==> config.mk <==
export PLATFORM = sky130hd
export DESIGN_NAME = traffic_intersection_ctrl_flat
export DESIGN_NICKNAME = d
export VERILOG_FILES = /design/src/rtl/traffic_intersection_ctrl_pkg.sv /design/src/rtl/traffic_intersection_ctrl_if.sv /design/src/rtl/traffic_intersection_ctrl_rr_phase_select.sv /design/src/rtl/traffic_intersection_ctrl.sv /design/src/flat_wrapper.sv
export SDC_FILE = /design/constraint.sdc
export NUM_CORES = 1
export LEC_CHECK = 0
export CAP_MARGIN = 20
export CORE_UTILIZATION = 30
export DETAILED_ROUTE_END_ITERATION = 10
export REMOVE_ABC_BUFFERS = 1
export SYNTH_ARGS = -nofsm -noshare
export SYNTH_HDL_FRONTEND = slang
export SYNTH_HIERARCHICAL = 1
export SYNTH_SLANG_ARGS = --single-unit
==> constraint.sdc <==
create_clock -name clk -period 4.15 [get_ports clk]
set_input_delay 0.83 -clock clk [delete_from_list [all_inputs] [get_ports clk]]
set_output_delay 0.83 -clock clk [all_outputs]
set_load 0.02 [all_outputs]
==> src/rtl/traffic_intersection_ctrl_pkg.sv <==
// Shared lamp codes and controller state encoding for the intersection controller.
package traffic_pkg;

    localparam int unsigned LIGHT_W = 2;

    localparam logic [LIGHT_W-1:0] LIGHT_OFF    = 2'b00;
    localparam logic [LIGHT_W-1:0] LIGHT_RED    = 2'b01;
    localparam logic [LIGHT_W-1:0] LIGHT_YELLOW = 2'b10;
    localparam logic [LIGHT_W-1:0] LIGHT_GREEN  = 2'b11;

    localparam int unsigned MAX_PHASES = 8;

    typedef enum logic [1:0] {
        OFF    = 2'd0,
        ALLRED = 2'd1,
        GREEN  = 2'd2,
        YELLOW = 2'd3
    } ctrl_state_t;

endpackage

==> src/rtl/traffic_intersection_ctrl_if.sv <==
// Sensor-side requests and lamp-driver outputs of the intersection controller.
interface traffic_intersection_ctrl_if #(
    parameter int unsigned NUM_PHASES = 4
);
    localparam int unsigned PW = $clog2(NUM_PHASES);

    logic                    tick;
    logic                    start;
    logic [NUM_PHASES-1:0]   car_req;
    logic [NUM_PHASES-1:0]   ped_req;
    logic [2*NUM_PHASES-1:0] light;
    logic [NUM_PHASES-1:0]   walk;
    logic [NUM_PHASES-1:0]   ped_flash;
    logic [PW-1:0]           active_phase;
    logic                    busy;

    // Sensor front end / time base side.
    modport master (
        output tick, start, car_req, ped_req,
        input  light, walk, ped_flash, active_phase, busy
    );

    // Controller side.
    modport slave (
        input  tick, start, car_req, ped_req,
        output light, walk, ped_flash, active_phase, busy
    );

endinterface

==> src/rtl/traffic_intersection_ctrl_rr_phase_select.sv <==
// Round-robin picker: first pending phase after active_phase (with wrap back to
// active_phase itself), plus a flag for demand on any other phase.
module rr_phase_select #(
    parameter int unsigned NUM_PHASES = 4,
    parameter int unsigned PW         = $clog2(NUM_PHASES)
) (
    input  logic [NUM_PHASES-1:0] pend,
    input  logic [PW-1:0]         active_phase,
    output logic [PW-1:0]         next_phase,
    output logic                  competing
);

    logic        found;
    int unsigned idx;

    // Search upward from active_phase+1; nothing pending keeps active_phase.
    always_comb begin
        next_phase = active_phase;
        competing  = 1'b0;
        found      = 1'b0;
        idx        = 0;
        for (int unsigned i = 1; i <= NUM_PHASES; i++) begin
            idx = (32'(active_phase) + i) % NUM_PHASES;
            if (!found && pend[PW'(idx)]) begin
                next_phase = PW'(idx);
                found      = 1'b1;
            end
        end
        for (int unsigned p = 0; p < NUM_PHASES; p++) begin
            if (pend[PW'(p)] && (PW'(p) != active_phase)) begin
                competing = 1'b1;
            end
        end
    end

endmodule

==> src/rtl/traffic_intersection_ctrl.sv <==
// Multi-phase intersection controller: round-robin phase service with min/max
// green, car-actuated extension, yellow/all-red clearance and pedestrian intervals.
module traffic_intersection_ctrl
    import traffic_pkg::*;
#(
    parameter int unsigned NUM_PHASES = 4,
    parameter int unsigned GREEN_MIN  = 10,
    parameter int unsigned GREEN_MAX  = 30,
    parameter int unsigned YELLOW_DUR = 3,
    parameter int unsigned ALLRED_DUR = 2,
    parameter int unsigned WALK_DUR   = 4,
    parameter int unsigned FLASH_DUR  = 3
) (
    input  logic                        clk,
    input  logic                        reset,
    traffic_intersection_ctrl_if.slave  bus
);

    localparam int unsigned PW   = $clog2(NUM_PHASES);
    localparam int unsigned TMAX = (YELLOW_DUR > ALLRED_DUR) ? YELLOW_DUR : ALLRED_DUR;
    localparam int unsigned CW   = $clog2(TMAX + 1);
    localparam int unsigned GW   = $clog2(GREEN_MAX + 1);
    localparam int unsigned LW   = 2 * NUM_PHASES;

    // Parameter sanity checks at elaboration.
    if (NUM_PHASES < 2 || NUM_PHASES > MAX_PHASES) begin : g_chk_phases
        $error("NUM_PHASES must be within 2..8");
    end
    if (GREEN_MIN < WALK_DUR + FLASH_DUR) begin : g_chk_min
        $error("GREEN_MIN must cover WALK_DUR+FLASH_DUR");
    end
    if (GREEN_MAX < GREEN_MIN) begin : g_chk_max
        $error("GREEN_MAX must be >= GREEN_MIN");
    end
    if (YELLOW_DUR < 1 || ALLRED_DUR < 1) begin : g_chk_clear
        $error("YELLOW_DUR and ALLRED_DUR must be >= 1");
    end

    ctrl_state_t            state_q, state_d;
    logic [PW-1:0]          phase_q, phase_d;
    logic [CW-1:0]          cnt_q, cnt_d;
    logic [GW-1:0]          g_q, g_d, g_inc;
    logic [NUM_PHASES-1:0]  car_pend_q, car_pend_d;
    logic [NUM_PHASES-1:0]  ped_pend_q, ped_pend_d;
    logic [NUM_PHASES-1:0]  clr;
    logic                   ped_served_q, ped_served_d;
    logic                   served_any_q, served_any_d;

    logic [LW-1:0]          light_q, light_d;
    logic [NUM_PHASES-1:0]  walk_q, walk_d;
    logic [NUM_PHASES-1:0]  flash_q, flash_d;
    logic                   busy_q, busy_d;

    logic [PW-1:0]          sel_phase;
    logic                   rr_competing;
    logic                   competing;
    logic                   is_act;

    rr_phase_select #(
        .NUM_PHASES (NUM_PHASES),
        .PW         (PW)
    ) u_rr (
        .pend         (car_pend_q | ped_pend_q),
        .active_phase (phase_q),
        .next_phase   (sel_phase),
        .competing    (rr_competing)
    );

    // Next-state, counters and request latches; outputs decoded from next values.
    always_comb begin
        state_d      = state_q;
        phase_d      = phase_q;
        cnt_d        = cnt_q;
        g_d          = g_q;
        ped_served_d = ped_served_q;
        served_any_d = served_any_q;
        clr          = '0;
        competing    = rr_competing || !bus.start;
        g_inc        = (g_q >= GW'(GREEN_MAX)) ? g_q : g_q + GW'(1);
        light_d      = '0;
        walk_d       = '0;
        flash_d      = '0;
        busy_d       = 1'b0;
        is_act       = 1'b0;

        case (state_q)
            OFF: begin
                if (bus.start) begin
                    state_d = ALLRED;
                    cnt_d   = CW'(ALLRED_DUR);
                end
            end
            ALLRED: begin
                if (bus.tick) begin
                    if (cnt_q == CW'(1)) begin
                        if (!bus.start) begin
                            state_d = OFF;
                        end else begin
                            // First service after reset always starts at phase 0.
                            state_d      = GREEN;
                            phase_d      = served_any_q ? sel_phase : '0;
                            g_d          = '0;
                            ped_served_d = ped_pend_q[phase_d];
                            clr          = NUM_PHASES'(1) << phase_d;
                            served_any_d = 1'b1;
                        end
                    end else begin
                        cnt_d = cnt_q - CW'(1);
                    end
                end
            end
            GREEN: begin
                // Exit is judged on the tick that completes the interval, so a
                // green lasts exactly GREEN_MIN..GREEN_MAX ticks.
                if (bus.tick) begin
                    g_d = g_inc;
                    if ((g_inc >= GW'(GREEN_MIN)) && competing &&
                        (!bus.car_req[phase_q] || (g_inc >= GW'(GREEN_MAX)))) begin
                        state_d = YELLOW;
                        cnt_d   = CW'(YELLOW_DUR);
                    end
                end
            end
            YELLOW: begin
                if (bus.tick) begin
                    if (cnt_q == CW'(1)) begin
                        state_d = ALLRED;
                        cnt_d   = CW'(ALLRED_DUR);
                    end else begin
                        cnt_d = cnt_q - CW'(1);
                    end
                end
            end
            default: state_d = OFF;
        endcase

        // Clearing for the phase entering green wins over a same-edge set.
        car_pend_d = (car_pend_q | bus.car_req) & ~clr;
        ped_pend_d = (ped_pend_q | bus.ped_req) & ~clr;

        busy_d = (state_d != OFF);
        for (int p = 0; p < NUM_PHASES; p++) begin
            is_act = (PW'(p) == phase_d);
            if (state_d == OFF) begin
                light_d[2*p +: 2] = LIGHT_OFF;
            end else if (is_act && state_d == GREEN) begin
                light_d[2*p +: 2] = LIGHT_GREEN;
            end else if (is_act && state_d == YELLOW) begin
                light_d[2*p +: 2] = LIGHT_YELLOW;
            end else begin
                light_d[2*p +: 2] = LIGHT_RED;
            end
            walk_d[p]  = is_act && (state_d == GREEN) && ped_served_d &&
                         (g_d < GW'(WALK_DUR));
            flash_d[p] = is_act && (state_d == GREEN) && ped_served_d &&
                         (g_d >= GW'(WALK_DUR)) && (g_d < GW'(WALK_DUR + FLASH_DUR));
        end
    end

    // State, counters, latches and registered lamp outputs.
    always_ff @(posedge clk) begin
        if (reset) begin
            state_q      <= OFF;
            phase_q      <= '0;
            cnt_q        <= '0;
            g_q          <= '0;
            car_pend_q   <= '0;
            ped_pend_q   <= '0;
            ped_served_q <= 1'b0;
            served_any_q <= 1'b0;
            light_q      <= '0;
            walk_q       <= '0;
            flash_q      <= '0;
            busy_q       <= 1'b0;
        end else begin
            state_q      <= state_d;
            phase_q      <= phase_d;
            cnt_q        <= cnt_d;
            g_q          <= g_d;
            car_pend_q   <= car_pend_d;
            ped_pend_q   <= ped_pend_d;
            ped_served_q <= ped_served_d;
            served_any_q <= served_any_d;
            light_q      <= light_d;
            walk_q       <= walk_d;
            flash_q      <= flash_d;
            busy_q       <= busy_d;
        end
    end

    assign bus.light        = light_q;
    assign bus.walk         = walk_q;
    assign bus.ped_flash    = flash_q;
    assign bus.active_phase = phase_q;
    assign bus.busy         = busy_q;

endmodule

==> src/flat_wrapper.sv <==
// flat-port wrapper written by rule: the top's interface ports become plain ports
module traffic_intersection_ctrl_flat import traffic_pkg::*;
#(
    parameter int unsigned NUM_PHASES = 4,
    parameter int unsigned GREEN_MIN  = 10,
    parameter int unsigned GREEN_MAX  = 30,
    parameter int unsigned YELLOW_DUR = 3,
    parameter int unsigned ALLRED_DUR = 2,
    parameter int unsigned WALK_DUR   = 4,
    parameter int unsigned FLASH_DUR  = 3
)
  (clk, reset, bus_tick, bus_start, bus_car_req, bus_ped_req, bus_light, bus_walk, bus_ped_flash, bus_active_phase, bus_busy);
  traffic_intersection_ctrl_if #(.NUM_PHASES(NUM_PHASES)) bus_i ();
  input  logic clk;
  input  logic reset;
  input wire logic [$bits(bus_i.tick)-1:0] bus_tick;
  input wire logic [$bits(bus_i.start)-1:0] bus_start;
  input wire logic [$bits(bus_i.car_req)-1:0] bus_car_req;
  input wire logic [$bits(bus_i.ped_req)-1:0] bus_ped_req;
  output wire logic [$bits(bus_i.light)-1:0] bus_light;
  output wire logic [$bits(bus_i.walk)-1:0] bus_walk;
  output wire logic [$bits(bus_i.ped_flash)-1:0] bus_ped_flash;
  output wire logic [$bits(bus_i.active_phase)-1:0] bus_active_phase;
  output wire logic [$bits(bus_i.busy)-1:0] bus_busy;
  assign bus_i.tick = bus_tick;
  assign bus_i.start = bus_start;
  assign bus_i.car_req = bus_car_req;
  assign bus_i.ped_req = bus_ped_req;
  assign bus_light = bus_i.light;
  assign bus_walk = bus_i.walk;
  assign bus_ped_flash = bus_i.ped_flash;
  assign bus_active_phase = bus_i.active_phase;
  assign bus_busy = bus_i.busy;
  traffic_intersection_ctrl #(.NUM_PHASES(NUM_PHASES), .GREEN_MIN(GREEN_MIN), .GREEN_MAX(GREEN_MAX), .YELLOW_DUR(YELLOW_DUR), .ALLRED_DUR(ALLRED_DUR), .WALK_DUR(WALK_DUR), .FLASH_DUR(FLASH_DUR)) u_core (.clk(clk), .reset(reset), .bus(bus_i));
endmodule
==> results.cfg <==
[status]
status = finished clean

[power]
p_sw_mw = 0.4934
pwr-share-comb = 0.410
swShare = 0.3568
power_density_nw_per_um2 = 489.5
power_mw = 1.383
pwr-share-clk = 0.272
ir_worst_vdd_mv = 0.1962
cellInternalPower_mw = 0.8895
sequentialPowerShare = 0.318
p_leak_nw = 1.064

[critical_path]
worstSetupEndpointType = flop
crit_arrival_ps = 3570
cp_max_fo = 11
worstSetupPathType = reg -> reg
start_kind = flop
crit_required_ps = 4350

[logic_synthesis]
synth_top_family_by_area = compound AO/OA/AOI/OAI gates
ys_seq_area_frac = 0.3195
synth_area_per_cell_um2 = 8.786
synth-xor-area-share = 0
synth_area_um2 = 2381
synth-compound-area-share = 0.2769
synth-simple-area-share = 0.2076
syn-instance-count = 271
synth_top_area_cell = dfxtp_1
synth_edf_count = 0
synth-async-reset-ratio = 0
synth_flop_cell = dfxtp_1
synth-seq-cells = 38
muxShareOfSynthArea = 0.03205
synth_fa_ha_area_frac = 0.06831
synth.area.top_cells = dfxtp_1, ha_1, nor2_1
ys_warn_count = 6
synthDistinctLibCells = 62
synth_top_area_frac = 0.3195

[detailed_routing]
drt_iter0_markers = 99
drcViolationCount = 0
antenna_left = 0
wl_per_cell_um = 13.23
routed_via_density = 5.115
vias = 2046
drt_pass1_iterations = 4
finalWirelength_mm = 5.290

[layout]
antenna_cells = 0
layout-drive-gt1-share = 0.1174
seq_area_um2 = 760.7
syn_to_final_growth_pct = 18.65
layout.cells.non_filler = 400
multiInputGateArea_um2 = 1393
fin_nets = 322
fill_cells = 816

[clock_network]
htree_levels = 2
cts_root_buf = clkbuf_8
clock_latency_ps = 280
postCtsSetupRepairBufs = 0
clk_pin_slew_ps = 80
clock_sinks = 38
cts_made_buffers = 5
postCtsResizedCells = 0
cts.path.max_buffers = 2
cts_tree = built
hold_buffers = 0

[timing]
fin_tns_setup_ps = 0
grt_setup_unrepaired = false
fin_crit_ps = 3362
clock-skew-final_ps = 4.089
hold_violations = 0
setup_ws_ps = 788.1
tightestPinTransition_ps = 753.2
max_freq_ghz = 0.2975
setup_viol = 0
relSlewSlack = 0.4963
period_share = 0.8101
slew_violations = 0

[placed_design]
hpwlAfterDp_mm = 3.981
placedCellCount = 391
dp_slack_ps = 649.9
gp_congestion = 0.8857
io_buffer_count = 30

[grt]
grt_pass1_wl_mm = 9.135
grt_max_degree = 20
antenna_found_initial = 0
grt_pass1_vias = 1923
grt_overflow = 0
track_usage = 0.1349

[die]
core_um2 = 7687
fp-row-count = 32
die_h_um = 91.09
die_area_um2 = 8297
ios = 31
initial_core_util = 0.3097
die_w_um = 91.09

[job]
cap_violations = 0

[worst_hold_path]
hold_path.class = reg -> reg
registers in the layout, summed over array words and instances (netlist names):
register and flops:
u_core/state_q 2, u_core/cnt_q 2, u_core/ped_served_q 1, u_core/car_pend_q 4, u_core/bus.light 8, u_core/ped_pend_q 4, u_core/bus.busy 1, u_core/served_any_q 1
u_core/bus.active_phase 2, u_core/bus.walk 4, u_core/bus.ped_flash 4, u_core/g_q 5
power groups by stage:
stage	logic, mW	clock network, mW	registers (mW)
2_1_floorplan	0.385	0	0.476
3_3_place_gp	0.563	0	0.449
3_5_place_dp	0.562	0	0.449
4_1_cts	0.566	0.391	0.441
5_1_grt	0.635	0.405	0.446
6_report	0.566	0.376	0.440
synth_stat cells, types with 5 or more instances:
| library cell | instances |
|---|---|
| dfxtp_1 | 38 |
| nor2_1 | 33 |
| inv_1 | 22 |
| a21oi_1 | 20 |
| ha_1 | 13 |
| nand2_1 | 13 |
| nor3_1 | 11 |
| o21ai_0 | 10 |
| nand3_1 | 9 |
| o21a_1 | 8 |
| buf_6 | 5 |
| or2_2 | 5 |
cell usage in the layout (no fill, tap or decap), types with 3 or more instances in the layout:
| cell type | instances |
|---|---|
| a211oi_1 | 3 |
| a21boi_0 | 4 |
| a21oi_1 | 20 |
| a221oi_1 | 3 |
| a22oi_1 | 4 |
| a31oi_1 | 3 |
| clkbuf_8 | 5 |
| clkdlybuf4s50_1 | 30 |
| dfxtp_1 | 38 |
| ha_1 | 13 |
| inv_1 | 22 |
| nand2_1 | 13 |
| nand3_1 | 9 |
| nor2_1 | 33 |
| nor3_1 | 11 |
| nor3b_1 | 4 |
| o211ai_1 | 3 |
| o21a_1 | 8 |
| o21ai_0 | 10 |
| or2_2 | 5 |
kinds of logic after synthesis:
group,Yosys count
buffers and inverters,37
AO/OA/AOI/OAI,84
AND/OR/NAND/NOR,94
adder cells (fa/ha/maj),13
multiplexers,5
flip-flops,38
critical path: stages (launching register included):
cell and delay [ps]:
dfxtp_1 560, inv_1 150, ha_1 380, nand2b_1 100
a311oi_1 40, nor4_1 340, o32ai_1 160, buf_2 200
nor3b_1 140, a21o_1 170, a221oi_1 370, o211a_2 270
nand3b_1 150, nor3_1 220
layout make-up:
class,count,share of cell area
repair buffers,33,0.1134
well taps,102,0.04517
multi-input cells,196,0.4929
clock buffers,5,0.02436
clock inverters,3,0.02436
inverters,23,0.03056
flip-flops and latches,38,0.2693
metrics by stage:
| stage | hold slack [ps] | util | instance area, µm² |
|---|---|---|---|
| 2_1_floorplan | 419.6 | - | 2240 |
| 3_3_place_gp | 429.3 | 0.3490 | 2683 |
| 3_5_place_dp | 434.7 | 0.3490 | 2683 |
| 4_1_cts | 453.3 | 0.3669 | 2820 |
| 5_1_grt | 487.3 | 0.3675 | 2825 |
| 6_report | 446.2 | 0.3675 | 2825 |
worst paths after layout:
check	cells past startpoint	end	start	slack, ps
max reg2reg	13	u_core/bus.ped_flash[0]	u_core/bus.active_phase[1]	790
min reg2reg	1	u_core/car_pend_q[3]	u_core/car_pend_q[3]	450
max	13	u_core/bus.ped_flash[0]	u_core/bus.active_phase[1]	790
min	1	u_core/car_pend_q[3]	u_core/car_pend_q[3]	450
per-layer routing:
| metal | part of all wire | wire length, µm | vias to the layer above | global-route usage |
|---|---|---|---|---|
| met1 | 0.48 | 2560 | 960 | 0.1915 |
| met5 | 0 | 0 | - | 0 |
| li1 | - | - | 1028 | - |
| met3 | 0.055 | 293 | 6 | 0.02596 |
| met4 | 0.0074 | 39 | 0 | 0.03042 |
| met2 | 0.45 | 2396 | 52 | 0.2102 |
No activity file was read; power rests on OpenSTA's default activity.
